### src/rtl/fft_pkg.sv
// Shared types and elaboration-time helpers for the FFT twiddle generator.
// Table values are computed in integer Q30 arithmetic so no real math reaches synthesis.
package fft_pkg;

    localparam int     TW_MAX_DW = 32;
    localparam longint PI_Q30    = 64'sd3373259426;

    typedef struct packed {
        logic signed [TW_MAX_DW-1:0] re;
        logic signed [TW_MAX_DW-1:0] im;
    } tw_t;

    function automatic int log2_ceil(input int v);
        return $clog2(v);
    endfunction

    // Q-format +1.0 for a given word width: two integer bits, DW-2 fraction bits.
    function automatic longint q_one(input int dw);
        return 64'sd1 <<< (dw - 2);
    endfunction

    function automatic longint rnd_q30(input longint v, input int dw);
        longint p;
        longint half;
        half = 64'sd1 <<< 29;
        p    = v * q_one(dw);
        if (p >= 0) return (p + half) >>> 30;
        return -((-p + half) >>> 30);
    endfunction

    // (round(q*cos), round(-q*sin)) for angle 2*pi*k/n, k in the first quadrant.
    function automatic tw_t tw_rom_val(input int k, input int n, input int dw);
        longint x, x2, c_sum, c_term, s_sum, s_term;
        tw_t    r;
        x      = (64'sd2 * PI_Q30 * longint'(k)) / longint'(n);
        x2     = (x * x) >>> 30;
        c_sum  = 64'sd1 <<< 30;
        c_term = c_sum;
        s_sum  = x;
        s_term = x;
        for (int i = 1; i <= 12; i++) begin
            c_term = -((c_term * x2) >>> 30) / longint'((2 * i - 1) * (2 * i));
            c_sum  = c_sum + c_term;
            s_term = -((s_term * x2) >>> 30) / longint'((2 * i) * (2 * i + 1));
            s_sum  = s_sum + s_term;
        end
        r.re = TW_MAX_DW'(rnd_q30(c_sum, dw));
        r.im = TW_MAX_DW'(-rnd_q30(s_sum, dw));
        return r;
    endfunction

endpackage

### src/rtl/fft_tw_rom.sv
// Quarter-wave twiddle ROM plus second-quadrant fold; purely combinational.
// Output fields are sign-extended from DW bits into the shared tw_t container.
module fft_tw_rom
    import fft_pkg::*;
#(
    parameter  int N_FFT = 64,
    parameter  int DW    = 10,
    localparam int KW    = log2_ceil(N_FFT) - 1
) (
    input  logic [KW-1:0] k,
    output tw_t           tw
);

    localparam int QW = KW - 1;
    localparam int QN = N_FFT / 4;

    logic signed [DW-1:0] rom_a [QN];
    logic signed [DW-1:0] rom_b [QN];
    logic signed [DW-1:0] a, b, re, im;

    for (genvar i = 0; i < QN; i++) begin : g_rom
        localparam tw_t ENTRY = tw_rom_val(i, N_FFT, DW);
        assign rom_a[i] = ENTRY.re[DW-1:0];
        assign rom_b[i] = ENTRY.im[DW-1:0];
    end

    // Second quadrant: W^(k+N/4) = -j * W^k, i.e. (a, b) -> (b, -a).
    always_comb begin
        a = rom_a[k[QW-1:0]];
        b = rom_b[k[QW-1:0]];
        if (k[KW-1]) begin
            re = b;
            im = -a;
        end else begin
            re = a;
            im = b;
        end
        tw.re = TW_MAX_DW'(re);
        tw.im = TW_MAX_DW'(im);
    end

endmodule

### src/rtl/fft_tw_gen.sv
// Self-sequencing radix-2 DIF twiddle generator: walks every stage in butterfly order
// and presents one registered W_N^k per handshake, optionally conjugated.
module fft_tw_gen
    import fft_pkg::*;
#(
    parameter int N_FFT = 64,
    parameter int DW    = 10,
    parameter int LOG2N = log2_ceil(N_FFT)
) (
    input  logic                       clk,
    input  logic                       rst,
    input  logic                       start,
    input  logic                       inverse,
    output logic                       busy,
    output logic                       tw_valid,
    input  logic                       tw_ready,
    output logic signed [DW-1:0]       tw_re,
    output logic signed [DW-1:0]       tw_im,
    output logic [$clog2(LOG2N)-1:0]   tw_stage,
    output logic                       tw_last,
    output logic                       done
);

    localparam int SW = $clog2(LOG2N);
    localparam int JW = LOG2N - 1;

    localparam logic [0:0] IDLE = 1'b0;
    localparam logic [0:0] RUN  = 1'b1;

    logic [0:0]           state_q, state_d;
    logic [SW-1:0]        s_q, s_d;
    logic [JW-1:0]        j_q, j_d;
    logic                 inv_q, inv_d;
    logic                 tw_valid_q, tw_valid_d;
    logic                 tw_last_q, tw_last_d;
    logic signed [DW-1:0] tw_re_q, tw_re_d;
    logic signed [DW-1:0] tw_im_q, tw_im_d;
    logic [SW-1:0]        tw_stage_q, tw_stage_d;

    logic [JW-1:0]        mask, k;
    logic                 accept, adv, load, inv_eff, last_word;
    logic signed [DW-1:0] rom_re, rom_im;
    tw_t                  rom_tw;

    fft_tw_rom #(.N_FFT(N_FFT), .DW(DW)) u_rom (
        .k  (k),
        .tw (rom_tw)
    );

    // Counters rest at zero in IDLE, so the start cycle can load word 0 directly.
    // NOTE: every always_comb output gets a default first, so no path can infer a latch.
    always_comb begin
        busy      = (state_q == RUN) || tw_valid_q;
        mask      = {JW{1'b1}} >> s_q;
        k         = (j_q & mask) << s_q;
        accept    = (state_q == IDLE) && start && !busy;
        adv       = (state_q == RUN) && (!tw_valid_q || tw_ready);
        load      = accept || adv;
        inv_eff   = accept ? inverse : inv_q;
        last_word = (s_q == SW'(LOG2N - 1)) && (j_q == {JW{1'b1}});
        rom_re    = rom_tw.re[DW-1:0];
        rom_im    = rom_tw.im[DW-1:0];

        state_d    = state_q;
        s_d        = s_q;
        j_d        = j_q;
        inv_d      = inv_q;
        tw_valid_d = tw_valid_q;
        tw_last_d  = tw_last_q;
        tw_re_d    = tw_re_q;
        tw_im_d    = tw_im_q;
        tw_stage_d = tw_stage_q;

        if (load) begin
            if (accept) inv_d = inverse;
            tw_re_d    = rom_re;
            tw_im_d    = inv_eff ? -rom_im : rom_im;
            tw_stage_d = s_q;
            tw_last_d  = last_word;
            tw_valid_d = 1'b1;
            if (last_word) begin
                state_d = IDLE;
                s_d     = '0;
                j_d     = '0;
            end else begin
                state_d = RUN;
                j_d     = j_q + JW'(1);
                if (j_q == {JW{1'b1}}) s_d = s_q + SW'(1);
            end
        end else if (tw_valid_q && tw_ready) begin
            tw_valid_d = 1'b0;
            tw_last_d  = 1'b0;
        end
    end

    // NOTE: sequential state uses non-blocking assignments so all flops update together.
    always_ff @(posedge clk) begin
        if (rst) begin
            state_q    <= IDLE;
            s_q        <= '0;
            j_q        <= '0;
            inv_q      <= 1'b0;
            tw_valid_q <= 1'b0;
            tw_last_q  <= 1'b0;
            tw_re_q    <= '0;
            tw_im_q    <= '0;
            tw_stage_q <= '0;
        end else begin
            state_q    <= state_d;
            s_q        <= s_d;
            j_q        <= j_d;
            inv_q      <= inv_d;
            tw_valid_q <= tw_valid_d;
            tw_last_q  <= tw_last_d;
            tw_re_q    <= tw_re_d;
            tw_im_q    <= tw_im_d;
            tw_stage_q <= tw_stage_d;
        end
    end

    assign tw_valid = tw_valid_q;
    assign tw_last  = tw_last_q;
    assign tw_re    = tw_re_q;
    assign tw_im    = tw_im_q;
    assign tw_stage = tw_stage_q;
    assign done     = tw_valid_q && tw_ready && tw_last_q;

    // The fold must stay inside DW bits; the container's upper bits are pure sign extension.
    rom_fits_a: assert property (@(posedge clk) disable iff (rst)
        (rom_tw.re == TW_MAX_DW'(rom_re)) && (rom_tw.im == TW_MAX_DW'(rom_im)));

endmodule

### config.mk
export PLATFORM = sky130hd
export DESIGN_NAME = fft_tw_gen
export DESIGN_NICKNAME = d
export VERILOG_FILES = /design/src/rtl/fft_pkg.sv /design/src/rtl/fft_tw_rom.sv /design/src/rtl/fft_tw_gen.sv
export SDC_FILE = /design/constraint.sdc
export NUM_CORES = 1
export LEC_CHECK = 0
export ABC_AREA = 1
export CAP_MARGIN = 40
export CORE_ASPECT_RATIO = 1.1
export CORE_UTILIZATION = 51
export DETAILED_ROUTE_END_ITERATION = 10
export PLACE_DENSITY = 0.86
export SLEW_MARGIN = 20
export SYNTH_ARGS = -nofsm -noshare
export SYNTH_HDL_FRONTEND = slang
export SYNTH_SLANG_ARGS = --single-unit
### constraint.sdc
create_clock -name clk -period 3.2 [get_ports clk]
set_clock_uncertainty 0.1 [all_clocks]
set_input_delay 0.48 -clock clk [delete_from_list [all_inputs] [get_ports clk]]
set_output_delay 0.48 -clock clk [all_outputs]
set_load 0.01 [all_outputs]
# Word-level counts from Yosys, hierarchy flattened

Memories as Yosys holds them, arrays and structs flattened.
Cells that the tools add are included.

$add $sub $neg: 4
Order comparisons: 1
Equal/unequal tests: 2
Shift-type cells: 2
Muxes and demuxes: 15
Bitwise operators: 3
Reduce and logical (&&, ||, !) cells: 14

Operators by type and width:

| cell                                                     | number |
|---|---|
| two-way mux 10 bit                                       | 7 |
| negator 10 bit                                           | 2 |
| logical AND 1 bit                                        | 6 |
| two-way mux 3 bit                                        | 2 |
| adder 5 x 1 -> 5 bit, second input constant              | 1 |
| bitwise AND 5 bit                                        | 1 |
| equality test 5 bit, second input constant               | 1 |
| greater-or-equal comparator 5 bit, second input constant | 1 |
| two-way mux 1 bit                                        | 5 |
| two-way mux 5 bit                                        | 1 |
| inverter 4 -> 5 bit                                      | 1 |
| left shift 5 x 3 -> 5 bit                                | 1 |
| right shift 5 x 3 -> 5 bit, first input constant         | 1 |
| nonzero test 2 bit                                       | 2 |
| adder 3 x 1 -> 3 bit, second input constant              | 1 |
| equality test 3 bit, second input constant               | 1 |
| logical OR 1 bit                                         | 3 |
| logical NOT 1 bit                                        | 2 |
| AND reduction 2 bit                                      | 1 |
| inverter 1 bit                                           | 1 |

Register bits: 35
Bits in read-only memories: 320
Word-level logic and storage cells: 52
Memories kept: 2

Memory list:

| name            | depth | bits a word | rd ports | clocked after memory_dff | wr ports | line             | source |
|---|---|---|---|---|---|---|---|
| (no name shown) | 16    | 10          | 1        | 0                        | 0        | fft_tw_rom.sv:30 | `b = rom_b[k[QW-1:0]];` |
| (no name shown) | 16    | 10          | 1        | 0                        | 0        | fft_tw_rom.sv:29 | `a = rom_a[k[QW-1:0]];` |

# Longest topological paths before layout

Depth in word-level cells: 11
Mapped depth: 27
Gate-level depth less buffers: 26

# Hierarchy

Synthesis repeated with hierarchy kept, for this count alone.

Cells, all modules: 489
Area, all modules: 3125.5 µm²

By module, submodules not included:

| module     | instances | cells an instance | area each (µm²) | sequential area each (µm²) |
|---|---|---|---|---|
| fft_tw_gen | 1         | 281               | 1880.6          | 700.7 |
| fft_tw_rom | 1         | 208               | 1244.9          | 0.0 |

# Least setup slack after synthesis

OpenSTA, ideal clock, no wires.

Path kind: flip-flop to flip-flop
Start: register s_q[0]
End: register tw_im_q[6] (netlist: tw_im[6])
Setup time: 0.114 ns
Arrival: 3.006 ns
Data required time: 2.986 ns
Path slack: -0.020 ns
Stages on the path, launching flop included: 25
Buffers on the path: 1
Clock period less this slack: 3.220 ns
Cell sequence: dfxtp_1 > inv_2 > buf_6 > ha_1 > inv_1 > nand2_1 > nand3_2 > nand2_1 > nand2_1 > ha_1 > nand3_1 > nand2_1 > nand2_1 > nand2_2 > inv_1 > ha_1 > o21ai_2 > ha_1 > nand3_1 > nor2_1 > nand3_1 > nand2_2 > nor2_1 > o21bai_1 > inv_1

Word-level cells in the longest chain between the ends: 11
Elaborated cells on any way between the ends: 14

RTL lines:

| element                                               | line                               | source |
|---|---|---|
| start, declared                                       | fft_tw_gen.sv:31                   | `logic [SW-1:0] s_q, s_d;` |
| start signal, assigned                                | fft_tw_gen.sv:100                  | `s_q <= '0;` |
| start signal, assigned                                | fft_tw_gen.sv:110                  | `s_q <= s_d;` |
| right shift 5 x 3 -> 5 bit                            | fft_tw_gen.sv:54                   | `mask = {JW{1'b1}} >> s_q;` |
| bitwise AND 5 bit                                     | fft_tw_gen.sv:55                   | `k = (j_q & mask) << s_q;` |
| left shift 5 x 3 -> 5 bit (*)                         | fft_tw_gen.sv:55                   |  |
| inverter 4 -> 5 bit (not written as such)             | fft_tw_rom.sv:29, fft_tw_rom.sv:30 |  |
| memory (16 x 10 bit)                                  | --                                 |  |
| two-way mux 10 bit (not written as such) (2 in a row) | fft_tw_rom.sv:29                   |  |
| negator 10 bit                                        | fft_tw_rom.sv:33                   | `im = -a;` |
| two-way mux 10 bit (*)                                | fft_tw_rom.sv:31                   | `if (k[KW-1]) begin` |
| negator 10 bit                                        | fft_tw_gen.sv:77                   | `tw_im_d = inv_eff ? -rom_im : rom_im;` |
| two-way mux 10 bit (*)                                | fft_tw_gen.sv:77                   |  |
| end signal, assigned                                  | fft_tw_gen.sv:116                  | `tw_im_q <= tw_im_d;` |
| end, declared                                         | fft_tw_gen.sv:37                   | `logic signed [DW-1:0] tw_im_q, tw_im_d;` |

Mark *: on every way between the ends. The rest lies on a longest branch, timed or not. The select of a mux whose other input is x is not followed.
A chain may end at the register's enable or synchronous reset.

# Worst setup path in the final report

Start: register s_q[1]
End: register tw_im_q[7] (netlist: tw_im[7])

Same word-level chain as after synthesis.

==> results.cfg <==
[clock_network]
htree_levels = 2
clock_latency_ns = 0.30
cts_buffers = 5
clkSinkCount = 35
cts_buffer_depth = 2
path_clk_slew_ns = 0.08
cts_tree = done
cts_root_buf = clkbuf_8
cts_hold_buf = 0

[floorplan]
die_y_um = 79.18
start_util = 0.5413
die_area_um2 = 5713
io_pins = 32
fp-row-count = 27
fp.dieW_um = 72.16
core_area_um2 = 5101

[routing]
vias = 3131
firstDrtPassIters = 5
avgRoutedWirePerCell_um = 14.52
ant_nets = 0
via_per_inst = 5.682
finalWirelength_um = 8000
drtIter0Drc = 240
drc = 0

[yosys]
synthFlopType = dfxtp_1
ys_ff_latch = 35
syn_inst = 425
avgSynthCellArea_um2 = 6.497
synthTopCellsByArea = dfxtp_1 25%, nand2_1 15%, o21ai_0 7.1%
ys_types = 37
yosysSeqAreaShare = 0.2537
synth-edff-count = 0
synth_area_um2 = 2761
syn-num-nets = 445
yosysWarnings = 0
yosysTopAreaCell = dfxtp_1
yosysTopAreaCellShare = 0.2537
async_reset_ff_frac = 0

[sta]
setup_viol = 0
fmax_mhz = 316.6
period_minus_slack_ns = 3.159
slew_headroom = 0.5322
slew_violations = 0
tightestPinTransition_ns = 0.7009
whs_ns = 0.3921
fin_ws_ns = 0.04135
final_hold_viol_count = 0
setup_tns_ns = 0
rsz0062_at_grt = yes
period_share = 0.9871

[power]
ir_drop_mv = 0.3306
leakage_uw = 0.001643
powerDensity_nw_per_um2 = 511.4

[critical_path]
end_kind = flop
crit_path_start_kind = flop
critical_path_arrival_ns = 3.25
slowest_stage = dfxtp_2
required_ns = 3.30
path_class = flop to flop
max_stage_delay_ns = 0.34
cpMostUsedCell = nand2_2
crit_path_cell_trace = buf_4, nor2_4, inv_1, a21oi_4, ha_2, inv_1, nand2_1, nand2_2, nand2_2, nand2_2, inv_2, ha_4, o21ai_4, buf_6, nand4_1, nor2_2, nand4_1, nand3_1, nand2_1, nor2_1, nor2_1
crit_path_max_fanout = 5

[finish]
drive_above_1_share = 0.2401
antenna_cells = 0
final_nets = 498
layout.cells.non_filler = 551
synthToLayoutAreaGrowth_pct = 29.77
post-route-util = 0.7025

[global_routing]
grt.total_usage = 0.2605
grt_pass1_vias = 2794
gr-usage-met2 = 0.4738
met3_usage = 0.04949
grt-busiest-layer = met2
grt_pass1_wl_um = 11920
grt-ovfl-total = 0
antenna_found_initial = 0
grt_use_met1 = 0.2966
grt_max_degree = 31

[place]
dp_hpwl_um = 5041
dp_slack_ns = 0.06174
gp_congestion = 0.9183
port_buffers = 31
place_inst = 528

[min_path]
hold_path_class = flop to flop

[run_status]
status = finished clean

[job]
drv_cap = 0
[routing by layer]
layer / part of all wire / vias to the layer above
li1: - / 1493
met2: 0.51 / 157
met3: 0.059 / 47
met5: 0 / -
met1: 0.39 / 1434
met4: 0.040 / 0
[critical path: cells and delay by family (launching register included)]
kind                     cells  cell delay (ns)
flip-flops                   1             0.34
buffers and inverters        5             0.54
AND/OR/NAND/NOR             12             1.30
adder cells (fa/ha/maj)      2             0.40
AO/OA/AOI/OAI                2             0.38
[cell families (layout without fill, tap and decap cells)]
family,Yosys count,after routing,share of synthesized area
and+or+nand+nor,217,217,0.3874
DFF,35,35,0.2537
adders and majority gates,15,15,0.06797
xor gates and xnor gates,2,2,0.006345
AOI/OAI and AO/OA,87,87,0.1781
buffers and inverters,69,123,0.1065
[sequential cells by signal, indices dropped and copies added, names as in the netlist]
register	cells
tw_im	10
tw_re	10
j_q	5
s_q	3
tw_stage	3
inv_q	1
state_q	1
tw_last	1
tw_valid	1
[cell usage in the layout, fill, tap and decap left out, drive strengths merged, types with 7 or more instances in the layout]
cell type,n
nor2,35
nand4,7
a21oi,26
buf,30
clkdlybuf4s50,31
dfxtp,35
o21ai,49
inv,52
ha,15
nand3,39
nand2,127
[cell usage after synthesis, types with 2 or more instances]
library cell and count:
o211ai_1 3, nand3_1 31, nand2_1 112, nor2_1 28, buf_6 4, inv_1 43, nand3_2 7, clkbuf_1 9
nand4_1 5, a21oi_1 25, a31oi_1 2, o21bai_1 3, xnor2_1 2, nand2_2 11, o21ai_0 39, or2_2 2
ha_1 15, nor3_1 5, clkinv_1 2, o21ai_2 5, inv_2 8, nor2_2 3, dfxtp_1 35, buf_2 2
nand4_4 2, nand2_4 4, o21ai_1 5, nor2_4 4
[layout make-up]
class                      instances  area [um^2]
clock inverter                     2        12.51
tap                               72        90.09
fill                             392         1518
clock buffer                       6        72.57
multi-input combinational        321         1954
sequential                        35        703.2
timing repair buffer              61        543.0
inverter                          54        207.7
[worst paths after layout]
check | from | slack, ns | depth (start not counted) | to
max | s_q[1]$_SDFFE_PP0P_ | 0.04 | 21 | tw_im[7]$_SDFFE_PP0P_
min | s_q[1]$_SDFFE_PP0P_ | 0.39 | 2 | s_q[1]$_SDFFE_PP0P_
max reg2reg | s_q[1]$_SDFFE_PP0P_ | 0.04 | 21 | tw_im[7]$_SDFFE_PP0P_
min reg2reg | s_q[1]$_SDFFE_PP0P_ | 0.39 | 2 | s_q[1]$_SDFFE_PP0P_
[metrics by stage]
step           total power (uW)  cell area, um^2
2_1_floorplan              1089             2769
3_3_place_gp               1319             3193
3_5_place_dp               1336             3193
4_1_cts                    1666             3278
5_1_grt                    1953             3583
6_report                   1833             3583
[repair_timing]
item	in CTS	in global routing
setup endpoints to repair	0	8
gates resized for setup	0	41
setup buffers	0	15
[where the power goes]
group	total (uW)	leakage, uW	switching (uW)	internal [uW]
sequential	537	0.000289	38.3	498
clock	327	0.0000412	175	152
combinational	969	0.00131	562	407
Note: power is estimated with default switching activity, not from simulation.
